--- src/rtl/ram_port_arbiter.sv ---
// ram_port_arbiter: two-requester arbiter that owns all control pins of one synchronous single-port RAM
module ram_port_arbiter #(
  parameter int ADDR_W     = 5,
  parameter int DATA_W     = 8,
  parameter int FIXED_PRIO = 0
) (
  input  logic              clock,
  input  logic              resetn,
  input  logic              a_req,
  input  logic              a_we,
  input  logic [ADDR_W-1:0] a_addr,
  input  logic [DATA_W-1:0] a_wdata,
  output logic              a_gnt,
  output logic              a_ack,
  output logic [DATA_W-1:0] a_rdata,
  input  logic              b_req,
  input  logic              b_we,
  input  logic [ADDR_W-1:0] b_addr,
  input  logic [DATA_W-1:0] b_wdata,
  output logic              b_gnt,
  output logic              b_ack,
  output logic [DATA_W-1:0] b_rdata,
  output logic [ADDR_W-1:0] ram_address,
  output logic [DATA_W-1:0] ram_data,
  output logic              ram_wren,
  input  logic [DATA_W-1:0] ram_q,
  output logic              busy
);
  typedef enum logic [1:0] {IDLE, ISSUE, CAPTURE} state_t;
  state_t state, state_d;
  logic owner, owner_d, last_owner, last_owner_d, win_b;
  logic a_gnt_d, a_ack_d, b_gnt_d, b_ack_d, wren_d, busy_d;
  logic [ADDR_W-1:0] address_d;
  logic [DATA_W-1:0] data_d, a_rdata_d, b_rdata_d;
  // next-state and next-output decode; owner 0 = A, 1 = B, and ram_wren doubles as the latched we in ISSUE
  always_comb begin
    win_b = (a_req && b_req) ? ((FIXED_PRIO != 0) ? 1'b0 : ~last_owner) : b_req;
    state_d = state;
    owner_d = owner;
    last_owner_d = last_owner;
    address_d = ram_address;
    data_d = ram_data;
    wren_d = 1'b0;
    a_gnt_d = 1'b0;
    b_gnt_d = 1'b0;
    a_ack_d = 1'b0;
    b_ack_d = 1'b0;
    a_rdata_d = a_rdata;
    b_rdata_d = b_rdata;
    case (state)
      IDLE: if (a_req || b_req) begin
        owner_d = win_b;
        last_owner_d = win_b;
        address_d = win_b ? b_addr : a_addr;
        data_d = win_b ? b_wdata : a_wdata;
        wren_d = win_b ? b_we : a_we;
        a_gnt_d = ~win_b;
        b_gnt_d = win_b;
        state_d = ISSUE;
      end
      ISSUE: begin
        a_ack_d = ram_wren && !owner;
        b_ack_d = ram_wren && owner;
        state_d = ram_wren ? IDLE : CAPTURE;
      end
      CAPTURE: begin
        a_ack_d = ~owner;
        b_ack_d = owner;
        a_rdata_d = owner ? a_rdata : ram_q;
        b_rdata_d = owner ? ram_q : b_rdata;
        state_d = IDLE;
      end
      default: state_d = IDLE;
    endcase
    busy_d = state_d != IDLE;
  end
  // register every output; last_owner resets to B so A wins the first tie
  always_ff @(posedge clock or negedge resetn) begin
    if (!resetn) begin
      state <= IDLE;
      owner <= 1'b0;
      last_owner <= 1'b1;
      ram_address <= '0;
      ram_data <= '0;
      ram_wren <= 1'b0;
      a_gnt <= 1'b0;
      b_gnt <= 1'b0;
      a_ack <= 1'b0;
      b_ack <= 1'b0;
      a_rdata <= '0;
      b_rdata <= '0;
      busy <= 1'b0;
    end else begin
      state <= state_d;
      owner <= owner_d;
      last_owner <= last_owner_d;
      ram_address <= address_d;
      ram_data <= data_d;
      ram_wren <= wren_d;
      a_gnt <= a_gnt_d;
      b_gnt <= b_gnt_d;
      a_ack <= a_ack_d;
      b_ack <= b_ack_d;
      a_rdata <= a_rdata_d;
      b_rdata <= b_rdata_d;
      busy <= busy_d;
    end
  end
endmodule

--- config.mk ---
export PLATFORM = sky130hd
export DESIGN_NAME = ram_port_arbiter
export DESIGN_NICKNAME = d
export VERILOG_FILES = /design/src/rtl/ram_port_arbiter.sv
export SDC_FILE = /design/constraint.sdc
export NUM_CORES = 1
export LEC_CHECK = 0
export CAP_MARGIN = 20
export CORE_ASPECT_RATIO = 1.25
export CORE_UTILIZATION = 35
export DETAILED_ROUTE_END_ITERATION = 7
export PLACE_DENSITY = 0.64
export SYNTH_ARGS = -nofsm -noshare
export SYNTH_HDL_FRONTEND = slang
export SYNTH_SLANG_ARGS = --single-unit
--- constraint.sdc ---
create_clock -name clock -period 3.4 [get_ports clock]
set_clock_uncertainty 0.15 [all_clocks]
set_input_delay 1.02 -clock clock [delete_from_list [all_inputs] [get_ports clock]]
set_output_delay 1.02 -clock clock [all_outputs]
set_load 0.05 [all_outputs]
---- Yosys cells after proc, flatten, opt, wreduce, memory -nomap -nowiden ----
Cells that the tools add are included.
Widths: inputs -> output; s select.
storage, ports and cells
  flip-flop bits (word level) ............. 39
  latch bits .............................. 0
  memory bits (writable) .................. 0
  memory bits (read-only) ................. 0
  input port bits ......................... 40
  output and inout bits ................... 35
  word-level logic and storage cells ...... 43
  memories kept ........................... 0
cells by class
  add/subtract/negate cells ............... 0
  multiply operators ...................... 0
  divide/modulo/power cells ............... 0
  order comparisons ....................... 0
  eq/ne operators ......................... 2
  shifts and indexed selects .............. 0
  mux-type cells .......................... 15
  bitwise logic cells ..................... 3
  reductions and logical operators ........ 10
operator list
  kind                count
  $mux 1              8
  $mux 8              1
  $reduce_and 2->1    3
  $mux 5              1
  $mux 2              2
  $pmux 1 s2          2
  $pmux 2 s2          1
  $logic_and 1x1->1   3
  $not 1->1           3
  $eq 2x1->1 const B  1
  $eq 2x2->1 const B  1
  $logic_not 2->1     1
  $reduce_bool 2->1   1
  $logic_not 1->1     1
  $logic_or 1x1->1    1

---- Logic depth before layout (Yosys ltp) ----
Gate-level depths: netlist of run 1.
  word-level depth ........................ 5
  depth in mapped cells ................... 7
  mapped depth without buffers ............ 5

---- Worst setup path before layout of run 1 ----
OpenSTA, ideal clock, no wires.
  path kind ............................... input-to-reg
  start ................................... input port b_req
  end ..................................... register ram_address[0]
  library setup time ...................... 0.073 ns
  arrival time ............................ 1.721 ns
  required time ........................... 3.177 ns
  setup slack ............................. 1.456 ns
  stages on the path ...................... 5
  buffers on the path ..................... 2
  cells stage by stage .................... buf_6 o21ai_2 clkbuf_8 a21oi_2 a21oi_2
between the ends
  cells in the longest elaborated chain, start to end .. 3
  elaborated cells on any way between the ends .. 5
  classes of those cells .................. mux (2); reduce/logical (3)
ends and longest elaborated chain
  element                 RTL line  source
  start: declaration      16        input logic b_req,
  $logic_and 1x1->1       37        win_b = (a_req && b_req) ? ((FIXED_PRIO != 0) ? 1'b0 : ~last_owner) : b_req;
  $mux 1                  37
  $mux 5                  54        address_d = win_b ? b_addr : a_addr;
  end signal: assignment  97        ram_address <= address_d;
  end: declaration        23        output logic [ADDR_W-1:0] ram_address,
Several ways; a longest one is shown, not always the timed one.
A chain may end at the register's enable or synchronous reset.

---- Worst setup path in the final report of run 1 ----
  start ................................... register ram_address[0]
  end ..................................... output port ram_address[0]
No word-level cell between the ends.

==> results.md, run 1 <==
* Final estimated routing congestion in global placement at roughly 0.72
* Routed via count at around 1300
* Final sum of negative setup slack at 0 ns
* Primary FF master, synth: sky130_fd_sc_hd__dfrtp_1
* HPWL after DPL at between 2000 and 3000 µm
* Sequential cell area fraction in the yosys report at 0.564
* Cells resized by post-CTS repair at 0
* Final WL at 3880 µm
* Headroom to the max-slew limit at 0.437
* Number of optimization iterations in the first detailed-route pass at 4
* Tot GR Track Use at 0.159
* Crit path buffers/inverters at 1
* CTS clock-pin slew for the worst setup and hold paths at 0.07 ns
* Clock insertion delay at the later pin of the skew report at 0.28 ns
* Count of yosys warnings during synthesis at 0
* Critical path's slowest cell: sky130_fd_sc_hd__clkdlybuf4s50_1
* Data arrival time of the worst path at 1.45 ns
* Average detailed-routed wire length per instance at 13.9 µm
* Number of endpoints with negative hold slack in the final report at 0
* Clock buffers created by TritonCTS at 5
* DRC marker count from the first detailed-route iteration at 25
* Wl on met1 at between 1500 and 2000 µm
* Proportion of register bits with asynchronous set or reset after synthesis at 1.00
* Static Leakage at 0.00108 µW
* # IOs at 75
* Initial antenna violation count at 0
* CTS Hold Buffers Added at 0
* Layout overhead on the synthesized area at 50.5%
* Total clock sinks at 39
* Post-Syn Nets at 186
* Avg Synthesized Cell Area at 12.1 µm²
* Postcts setup bufs at 0
* Number of different library cells in the post-synthesis netlist at 29
* Starting density of the core at 0.366
* Length of routed met2 wiring at 1990 µm
* Share of cells above drive strength 1 at 0.216
* Global-route congestion overflow total at 0
* Period utilization at 0.772
* Number of global-route vias before repair at 1375
* Horiz. Die Dim at 64.9 µm
* Met3 WL post-DR at roughly 230 µm
* Actual transition at the worst max-transition pin at approximately 0.84 ns
* Syn Std Cell Area at 0.00173 mm²
* Worst setup SP type: flop
* Core Rows at 28
* Number of nets in the layout at 260
* Overall power at 2970 µW
* Fin. max-slew vios at 0
* Final antenna-violating net count at 0
* Worst-path maximum fanout at 2
* Die extent in y at 80.6 µm
* Critical path endpoint category: output port
* Number of maximum-capacitance constraint violations at 0
* Count of state elements after synthesis at 39
* Number of instances in the synthesized netlist at 143
* Hold Crit Class: flop to flop
* Count of buffers from port buffering at 74
* Setup-failing EPs final at 0
* Final WS setup at 0.776 ns
* Highest routing layer actually used: met4
* Hold slack at 0.355 ns
* CP delay by family, top: buffers and inverters
* Deepest level of the CTS H-tree at 2
* Maximum cell stage delay along the critical path at roughly 0.81 ns
* Per-cell via count in the routed design at 4.74
* Critical path, cell by cell: clkdlybuf4s50_1
* Critical Setup Path Class: flop to output port
* Setup repair after global routing missed its margin: no
* Diode count at 0
* Clock tree from TritonCTS: built
* Minimum period implied by the final worst setup slack at about 2.6 ns
* Buffer levels on the longest clock path at 2
* Die area at 0.00523 mm²
* Core Box Area at ~0.0047 mm²
* Max frequency at 381 MHz
* Buffer type at the clock tree root: sky130_fd_sc_hd__clkbuf_8
* Result of the run: complete, no violations
* Req. time, crit path at 2.23 ns
* Worst vdd rail ir drop at 0.000610 V
* Largest net degree at the start of global routing at 40
* Power Dens Cells at roughly 1100 mW/mm²
* Worst-case setup slack after placement at 0.577 ns
* First-pass GRT wire length at 6200 µm
* DRC Markers at 0
* EDFF count, synth at 0
-- routing by layer --
layer | track usage | vias to the layer above
met5 | 0 | -
met4 | 0.0644 | 0
met3 | 0.0455 | 4
met2 | 0.280 | 51
met1 | 0.176 | 628
li1 | - | 635
-- stage by stage --
stage / area [µm²] / cells / utilization
3_3_place_gp: 2470 / 270 / 0.523
6_report: 2610 / 278 / 0.551
5_1_grt: 2610 / 278 / 0.551
2_1_floorplan: 1730 / 143 / -
3_5_place_dp: 2470 / 270 / 0.523
4_1_cts: 2610 / 278 / 0.551
-- cell type report --
type                            instances  area (µm²)
Clock buffer                            6        72.6
Clock inverter                          2        60.1
Fill cell                             415        2120
Inverter                                2        7.51
Multi-Input combinational cell         94         671
Sequential cell                        39         977
Tap cell                               60        75.1
Timing Repair Buffer                   75         743
-- registers in the layout, indices dropped and copies added (netlist names) --
register,count
a_rdata,8
b_rdata,8
ram_data,8
ram_address,5
state,2
a_ack,1
a_gnt,1
b_ack,1
b_gnt,1
busy,1
last_owner,1
owner,1
ram_wren,1
-- kinds of logic after synthesis --
kind of cell | after synthesis | share of synthesized area
and+or+nand+nor | 36 | 0.0882
adders and majority gates | 3 | 0.0217
muxes | 16 | 0.104
buffers and inverters | 10 | 0.0484
AOI/OAI and AO/OA | 39 | 0.173
DFF | 39 | 0.564
-- cells in the mapped netlist (2+ instances only) --
cell type | number | area share
sky130_fd_sc_hd__nor2_1 | 14 | 0.030
sky130_fd_sc_hd__nand2_1 | 17 | 0.037
sky130_fd_sc_hd__buf_2 | 4 | 0.012
sky130_fd_sc_hd__a21oi_1 | 12 | 0.035
sky130_fd_sc_hd__mux2_2 | 16 | 0.10
sky130_fd_sc_hd__a21oi_2 | 16 | 0.081
sky130_fd_sc_hd__buf_6 | 2 | 0.013
sky130_fd_sc_hd__dfrtp_1 | 38 | 0.55
sky130_fd_sc_hd__ha_1 | 3 | 0.022
sky130_fd_sc_hd__inv_1 | 2 | 0.0043
-- placed cells by master, fill, tap and decap left out, types with 2 or more instances in the layout --
cell type,count
sky130_fd_sc_hd__clkdlybuf4s50_1,73
sky130_fd_sc_hd__dfrtp_1,38
sky130_fd_sc_hd__nand2_1,17
sky130_fd_sc_hd__mux2_2,16
sky130_fd_sc_hd__a21oi_2,16
sky130_fd_sc_hd__nor2_1,14
sky130_fd_sc_hd__a21oi_1,12
sky130_fd_sc_hd__clkbuf_8,5
sky130_fd_sc_hd__ha_1,3
sky130_fd_sc_hd__inv_1,2
sky130_fd_sc_hd__bufinv_16,2
-- power by group --
part / internal [µW] / switching [µW] / leakage (µW) / total (µW)
combinational: 620 / 1090 / 0.000556 / 1710
sequential: 693 / 126 / 0.000458 / 819
clock: 293 / 154 / 0.0000654 / 447
-- path summary, 6_finish.rpt --
check	startpoint	endpoint	slack (ns)	depth (start not counted)
max	ram_address[0]	ram_address[0]	0.78	1
max reg2reg	state[0]	a_rdata[3]	1.40	4
min	b_rdata[0]	b_rdata[0]	0.35	1
min in group asynchronous	resetn	busy	0.69	1
min reg2reg	b_rdata[0]	b_rdata[0]	0.35	1
max in group asynchronous	resetn	b_rdata[6]	1.88	1
(Power assumes the default switching activity.)
==> run 2: changes to the inputs <==
clock period = 2.5 ns   (was 3.4 ns; I/O delays follow)
==> results.md, run 2 (synthesized netlist as in run 1, its figures left out) <==
* Result of the run: complete, no violations (unchanged)
* Cells resized by post-CTS repair at 0 (unchanged)
* Final cell count without fillers at 283 (was 278)
* Postcts setup bufs at 0 (unchanged)
* Headroom to the max-slew limit at 0.433 (was 0.437)
* Req. time, crit path at 1.60 ns (was 2.23 ns)
* Core Rows at 28 (unchanged)
* Deepest level of the CTS H-tree at 2 (unchanged)
* Cell count of the worst reg-to-reg path at 4 (unchanged)
* Worst vdd rail ir drop at 0.000633 V (was 0.000610 V)
* Final WL at 3960 µm (was 3880 µm)
* Fin. max-slew vios at 0 (unchanged)
* Worst setup SP type: flop (unchanged)
* Clock insertion delay at the later pin of the skew report at 0.29 ns (was 0.28 ns)
* Setup repair after global routing missed its margin: no (unchanged)
* Actual transition at the worst max-transition pin at 0.851 ns (was 0.845 ns)
* Critical path's slowest cell: sky130_fd_sc_hd__clkdlybuf4s50_1 (unchanged)
* Instance count on the critical path at 1 (unchanged)
* Number of cells traversed by the worst hold path at 1 (unchanged)
* Maximum cell stage delay along the critical path at 0.82 ns (was 0.81 ns)
* DRC marker count from the first detailed-route iteration at 25 (unchanged)
* Number of maximum-capacitance constraint violations at 0 (unchanged)
* Critical Setup Path Class: flop to output port (unchanged)
* Max frequency at about 420 MHz
* Final estimated routing congestion in global placement at 0.699 (was 0.719)
* Met3 WL post-DR at 227 µm (unchanged)
* Minimum period implied by the final worst setup slack at 2.37 ns
* Setup-failing EPs final at 0 (unchanged)
* Number of global-route vias before repair at 1425 (was 1375)
* Leading cell types in the layout, fill and taps excluded: sky130_fd_sc_hd__clkdlybuf4s50_1 (72), sky130_fd_sc_hd__dfrtp_1 (38), sky130_fd_sc_hd__nand2_1 (17) (was sky130_fd_sc_hd__clkdlybuf4s50_1 (73), sky130_fd_sc_hd__dfrtp_1 (38), sky130_fd_sc_hd__nand2_1 (17))
* Buffer levels on the longest clock path at 2 (unchanged)
* CTS Hold Buffers Added at 0 (unchanged)
* First-pass GRT wire length at 6510 µm (was 6200 µm)
* Worst-path maximum fanout at 2 (unchanged)
* Data arrival time of the worst path at 1.47 ns (was 1.45 ns)
* Tot GR Track Use at 0.165 (was 0.159)
* Largest net degree at the start of global routing at 40 (unchanged)
* Area of the multi-input gates at 671 µm² (unchanged)
* Final sum of negative setup slack at 0 ns (unchanged)
* HPWL after DPL at 2940 µm (was 2800 µm)
* Fillers at 424 (was 415)
* Post-route design area at 0.00264 mm² (was 0.00261 mm²)
* Post-Place Cell Area at 0.00251 mm² (was 0.00247 mm²)
* Highest routing layer actually used: met4 (unchanged)
* Critical path endpoint category: output port (unchanged)
* Buffer type at the clock tree root: sky130_fd_sc_hd__clkbuf_8 (unchanged)
* Per-cell via count in the routed design at 4.88 (was 4.74)
* Diode count at 0 (unchanged)
* Hold Crit Class: flop to flop (unchanged)
* Number of nets in the layout at 265 (was 260)
* Crit path buffers/inverters at 1 (unchanged)
* Global-route congestion overflow total at 0 (unchanged)
* Period utilization at 0.947
* Clock buffers created by TritonCTS at 5 (unchanged)
* # IOs at 75 (unchanged)
* Die extent in y at 80.6 µm (unchanged)
* Layout overhead on the synthesized area at 52.5% (was 50.5%)
* Length of routed met2 wiring at 2140 µm (was 1990 µm)
* Final core utilization at 0.558 (was 0.551)
* CTS clock-pin slew for the worst setup and hold paths at 0.07 ns (about the same)
* CP delay by family, top: buffers and inverters (unchanged)
* Leading cell type in the layout, fill and taps excluded: sky130_fd_sc_hd__clkdlybuf4s50_1 (unchanged)
* DRC Markers at 0 (unchanged)
* Static Leakage at 0.00110 µW (was 0.00108 µW)
* Clock tree from TritonCTS: built (unchanged)
* Horiz. Die Dim at 64.9 µm (unchanged)
* Core Box Area at 0.00473 mm² (unchanged)
* Share of cells above drive strength 1 at 0.238 (was 0.216)
* Count of buffers from port buffering at 74 (unchanged)
* Final antenna-violating net count at 0 (unchanged)
* Starting density of the core at 0.366 (unchanged)
* Area taken by flip-flops and latches at 977 µm² (unchanged)
* Wl on met1 at 1540 µm (was 1610 µm)
* Biggest regs: a_rdata (8), b_rdata (8), ram_data (8) (unchanged)
* Initial antenna violation count at 0 (unchanged)
* Die area at 0.00523 mm² (unchanged)
* Routed via count at 1380 (was 1318)
* Power Dens Cells at 1550 mW/mm² (was 1140 mW/mm²)
* Number of optimization iterations in the first detailed-route pass at 4 (unchanged)
* Number of endpoints with negative hold slack in the final report at 0 (unchanged)
* Average detailed-routed wire length per instance at 14.0 µm (was 13.9 µm)
* Critical path, cell by cell: clkdlybuf4s50_1 (unchanged)
* Total clock sinks at 39 (unchanged)
* Cells after DPL at 275 (was 270)
==> run 2: cell count changes in the layout (fill, tap and decap cells not counted) <==
| cell | before | now |
|---|---|---|
| sky130_fd_sc_hd__buf_4 | 1 | 7 |
| sky130_fd_sc_hd__clkdlybuf4s50_1 | 73 | 72 |
==> run 2: final cells by class <==
type                            count  area share
Clock buffer                        6      0.0275
Clock inverter                      2      0.0227
Inverter                            2     0.00284
Multi-Input combinational cell     94       0.254
Sequential cell                    39       0.370
Tap cell                           60      0.0284
Timing Repair Buffer               80       0.295
==> run 2: final timing paths <==
| kind | slack, ns | from | end |
|---|---|---|---|
| setup / recovery | 0.13 | ram_data[5] | ram_data[5] |
| hold / removal | 0.36 | a_rdata[5] | a_rdata[5] |
| setup reg to reg | 0.83 | state[0] | b_rdata[5] |
| hold reg to reg | 0.36 | a_rdata[5] | a_rdata[5] |
| max in group asynchronous | 1.25 | resetn | ram_data[1] |
| min in group asynchronous | 0.41 | resetn | b_ack |
==> run 2: per-layer routing <==
metal,vias up,GRT usage
met4,0,0.0600
met2,57,0.310
met3,6,0.0398
met5,-,0
li1,649,-
met1,668,0.175
==> run 2: per-stage QoR <==
| stage | hold WS, ns | worst slack (ns) | power, µW |
|---|---|---|---|
| 2_1_floorplan | 0.304 | 0.826 | 2720 |
| 3_3_place_gp | 0.339 | 0.175 | 3450 |
| 3_5_place_dp | 0.344 | 0.153 | 3490 |
| 4_1_cts | 0.362 | 0.109 | 4130 |
| 5_1_grt | 0.390 | 0.0814 | 4320 |
| 6_report | 0.357 | 0.133 | 4080 |
==> run 2: report_power, final <==
| part | internal [µW] | leakage [µW] | switching (µW) |
|---|---|---|---|
| clock network | 399 | 0.0000654 | 219 |
| logic | 873 | 0.000581 | 1480 |
| registers | 942 | 0.000458 | 172 |
==> run 3: changes to the inputs <==
CORE_MARGIN = 2   (was default)
CTS_CLUSTER_SIZE = 28   (was default)
SLEW_MARGIN = 25   (was default)
==> results.md, run 3 (synthesized netlist as in run 1, its figures left out) <==
* Total clock sinks at 39 (unchanged)
* Req. time, crit path at 1.60 ns (about the same)
* Leading cell types in the layout, fill and taps excluded: sky130_fd_sc_hd__clkdlybuf4s50_1 (73), sky130_fd_sc_hd__dfrtp_1 (38), sky130_fd_sc_hd__nand2_1 (17) (was sky130_fd_sc_hd__clkdlybuf4s50_1 (72), sky130_fd_sc_hd__dfrtp_1 (38), sky130_fd_sc_hd__nand2_1 (17))
* Minimum period implied by the final worst setup slack at 2.38 ns (was 2.37 ns)
* Horiz. Die Dim at 66.9 µm (was 64.9 µm)
* Die area at 0.00553 mm² (was 0.00523 mm²)
* Sequential power share at 0.277 (was 0.273)
* HPWL after DPL at 2930 µm (was 2940 µm)
* Power share of the combinational group at 0.589 (was 0.576)
* Final sum of negative setup slack at 0 ns (unchanged)
* Hold Crit Class: input port to async pin (was flop to flop)
* Starting density of the core at 0.363 (was 0.366)
* Global-route congestion overflow total at 0 (unchanged)
* Critical path, cell by cell: clkdlybuf4s50_1 (unchanged)
* Critical path's slowest cell: sky130_fd_sc_hd__clkdlybuf4s50_1 (unchanged)
* Core Box Area at 0.00476 mm² (was 0.00473 mm²)
* Critical Setup Path Class: flop to output port (unchanged)
* Overall power at 4030 µW (was 4080 µW)
* Average detailed-routed wire length per instance at 13.7 µm (was 14.0 µm)
* CTS Hold Buffers Added at 0 (unchanged)
* Buffer levels on the longest clock path at 2 (unchanged)
* Headroom to the max-slew limit at 0.652 (was 0.433)
* Crit path buffers/inverters at 1 (unchanged)
* Number of maximum-capacitance constraint violations at 0 (unchanged)
* Layout overhead on the synthesized area at 52.8% (was 52.5%)
* Clock tree from TritonCTS: built (unchanged)
* Number of endpoints with negative hold slack in the final report at 0 (unchanged)
* Actual transition at the worst max-transition pin at 0.521 ns (was 0.851 ns)
* Clock network fraction of design power at 0.134 (was 0.151)
* Worst setup SP type: flop (unchanged)
* # IOs at 75 (unchanged)
* Cells resized by post-CTS repair at 0 (unchanged)
* Final estimated routing congestion in global placement at 0.779 (was 0.699)
* Top Usage Layer GRT: met2 (unchanged)
* Biggest regs: a_rdata (8), b_rdata (8), ram_data (8) (unchanged)
* Postcts setup bufs at 0 (unchanged)
* Switching share of total power at 0.466 (was 0.458)
* Result of the run: complete, no violations (unchanged)
* Post-route design area at 0.00265 mm² (was 0.00264 mm²)
* Period utilization at 0.951 (was 0.947)
* Number of nets in the layout at 264 (was 265)
* Net switching power of the design at 1880 µW (was 1870 µW)
* Clock buffers created by TritonCTS at 5 (unchanged)
* DRC marker count from the first detailed-route iteration at 30 (was 25)
* Met3 track demand over resource in global routing at 0.0461 (was 0.0398)
* Number of global-route vias before repair at 1338 (was 1425)
* Tot GR Track Use at 0.153 (was 0.165)
* Buffer type at the clock tree root: sky130_fd_sc_hd__clkbuf_8 (unchanged)
* CP delay by family, top: buffers and inverters (unchanged)
* Routed via count at 1355 (was 1380)
* Final WS setup at 0.123 ns (was 0.133 ns)
* Die extent in y at 82.6 µm (was 80.6 µm)
* Leading cell type in the layout, fill and taps excluded: sky130_fd_sc_hd__clkdlybuf4s50_1 (unchanged)
* Routing usage on met2 at 0.260 (was 0.310)
* Internal power summed over all cells at 2160 µW (was 2210 µW)
* Diode count at 0 (unchanged)
* DRC Markers at 0 (unchanged)
* Static Leakage at 0.00110 µW (about the same)
* Worst vdd rail ir drop at 0.000694 V (was 0.000633 V)
* Initial antenna violation count at 0 (unchanged)
* Share of cells above drive strength 1 at 0.234 (was 0.238)
* Setup repair after global routing missed its margin: no (unchanged)
* Clock insertion delay at the later pin of the skew report at 0.28 ns (was 0.29 ns)
* First-pass GRT wire length at 6330 µm (was 6510 µm)
* Fin. max-slew vios at 0 (unchanged)
* Hold slack at 0.351 ns (was 0.357 ns)
* Final WL at 3860 µm (was 3960 µm)
* Number of optimization iterations in the first detailed-route pass at 4 (unchanged)
* Setup-failing EPs final at 0 (unchanged)
* Core Rows at 28 (unchanged)
* Maximum cell stage delay along the critical path at 0.81 ns (was 0.82 ns)
* Power Dens Cells at 1520 mW/mm² (was 1550 mW/mm²)
* Post-Place Cell Area at 0.00253 mm² (was 0.00251 mm²)
* Per-cell via count in the routed design at 4.80 (was 4.88)
* Deepest level of the CTS H-tree at 2 (unchanged)
* Critical path endpoint category: output port (unchanged)
* Met1 GRT Util at 0.185 (was 0.175)
* Data arrival time of the worst path at 1.48 ns (was 1.47 ns)
* Count of buffers from port buffering at 74 (unchanged)
* CTS clock-pin slew for the worst setup and hold paths at 0.08 ns (was 0.07 ns)
* Worst-path maximum fanout at 3 (was 2)
* Max frequency at 421 MHz (was 422 MHz)
* Final antenna-violating net count at 0 (unchanged)
* Largest net degree at the start of global routing at 40 (unchanged)
* Worst-case setup slack after placement at 0.163 ns (was 0.153 ns)
-- run 3: cell count changes in the layout (fill, tap and decap cells not counted), sizes merged --
cell | previous run | this run
buf | 8 | 6
bufinv | 2 | 1
clkdlybuf4s50 | 72 | 73
clkinv | 0 | 1
-- run 3: final timing paths --
path,startpoint,to,slack [ns],depth (start not counted)
max,ram_wren,ram_wren,0.12,1
min,resetn,ram_data[1],0.35,2
max reg2reg,state[0],b_rdata[7],0.84,4
min reg2reg,a_rdata[7],a_rdata[7],0.36,1
max in group asynchronous,resetn,b_rdata[5],1.49,2
min in group clock,a_rdata[7],a_rdata[7],0.36,1
-- run 3: routing by layer --
metal | wire, µm | part of all wire | vias to the layer above
met3 | 368 | 0.095 | 6
met5 | 0 | 0 | -
met1 | 1600 | 0.41 | 628
met4 | 48 | 0.012 | 0
met2 | 1840 | 0.48 | 72
li1 | - | - | 649
-- run 3: area by class of cell --
type	count	area, µm²
Clock buffer	6	82.6
Clock inverter	2	35.0
Fill cell	419	2120
Inverter	2	7.51
Multi-Input combinational cell	94	671
Sequential cell	39	977
Tap cell	60	75.1
Timing Repair Buffer	79	798
-- run 3: stage by stage --
step,util,std cells
after global placement,0.531,274
final,0.555,282
after global routing,0.555,282
after detailed placement,0.531,274
after floorplan,-,143
after CTS,0.555,282
-- run 3: power groups by stage --
| stage | clock network, µW | registers, µW | logic, µW |
|---|---|---|---|
| final | 539 | 1120 | 2380 |
| after global routing | 589 | 1170 | 2510 |
| after CTS | 554 | 1130 | 2400 |
| after detailed placement | 0 | 1130 | 2400 |
| after global placement | 0 | 1120 | 2360 |
| after floorplan | 0 | 2060 | 655 |
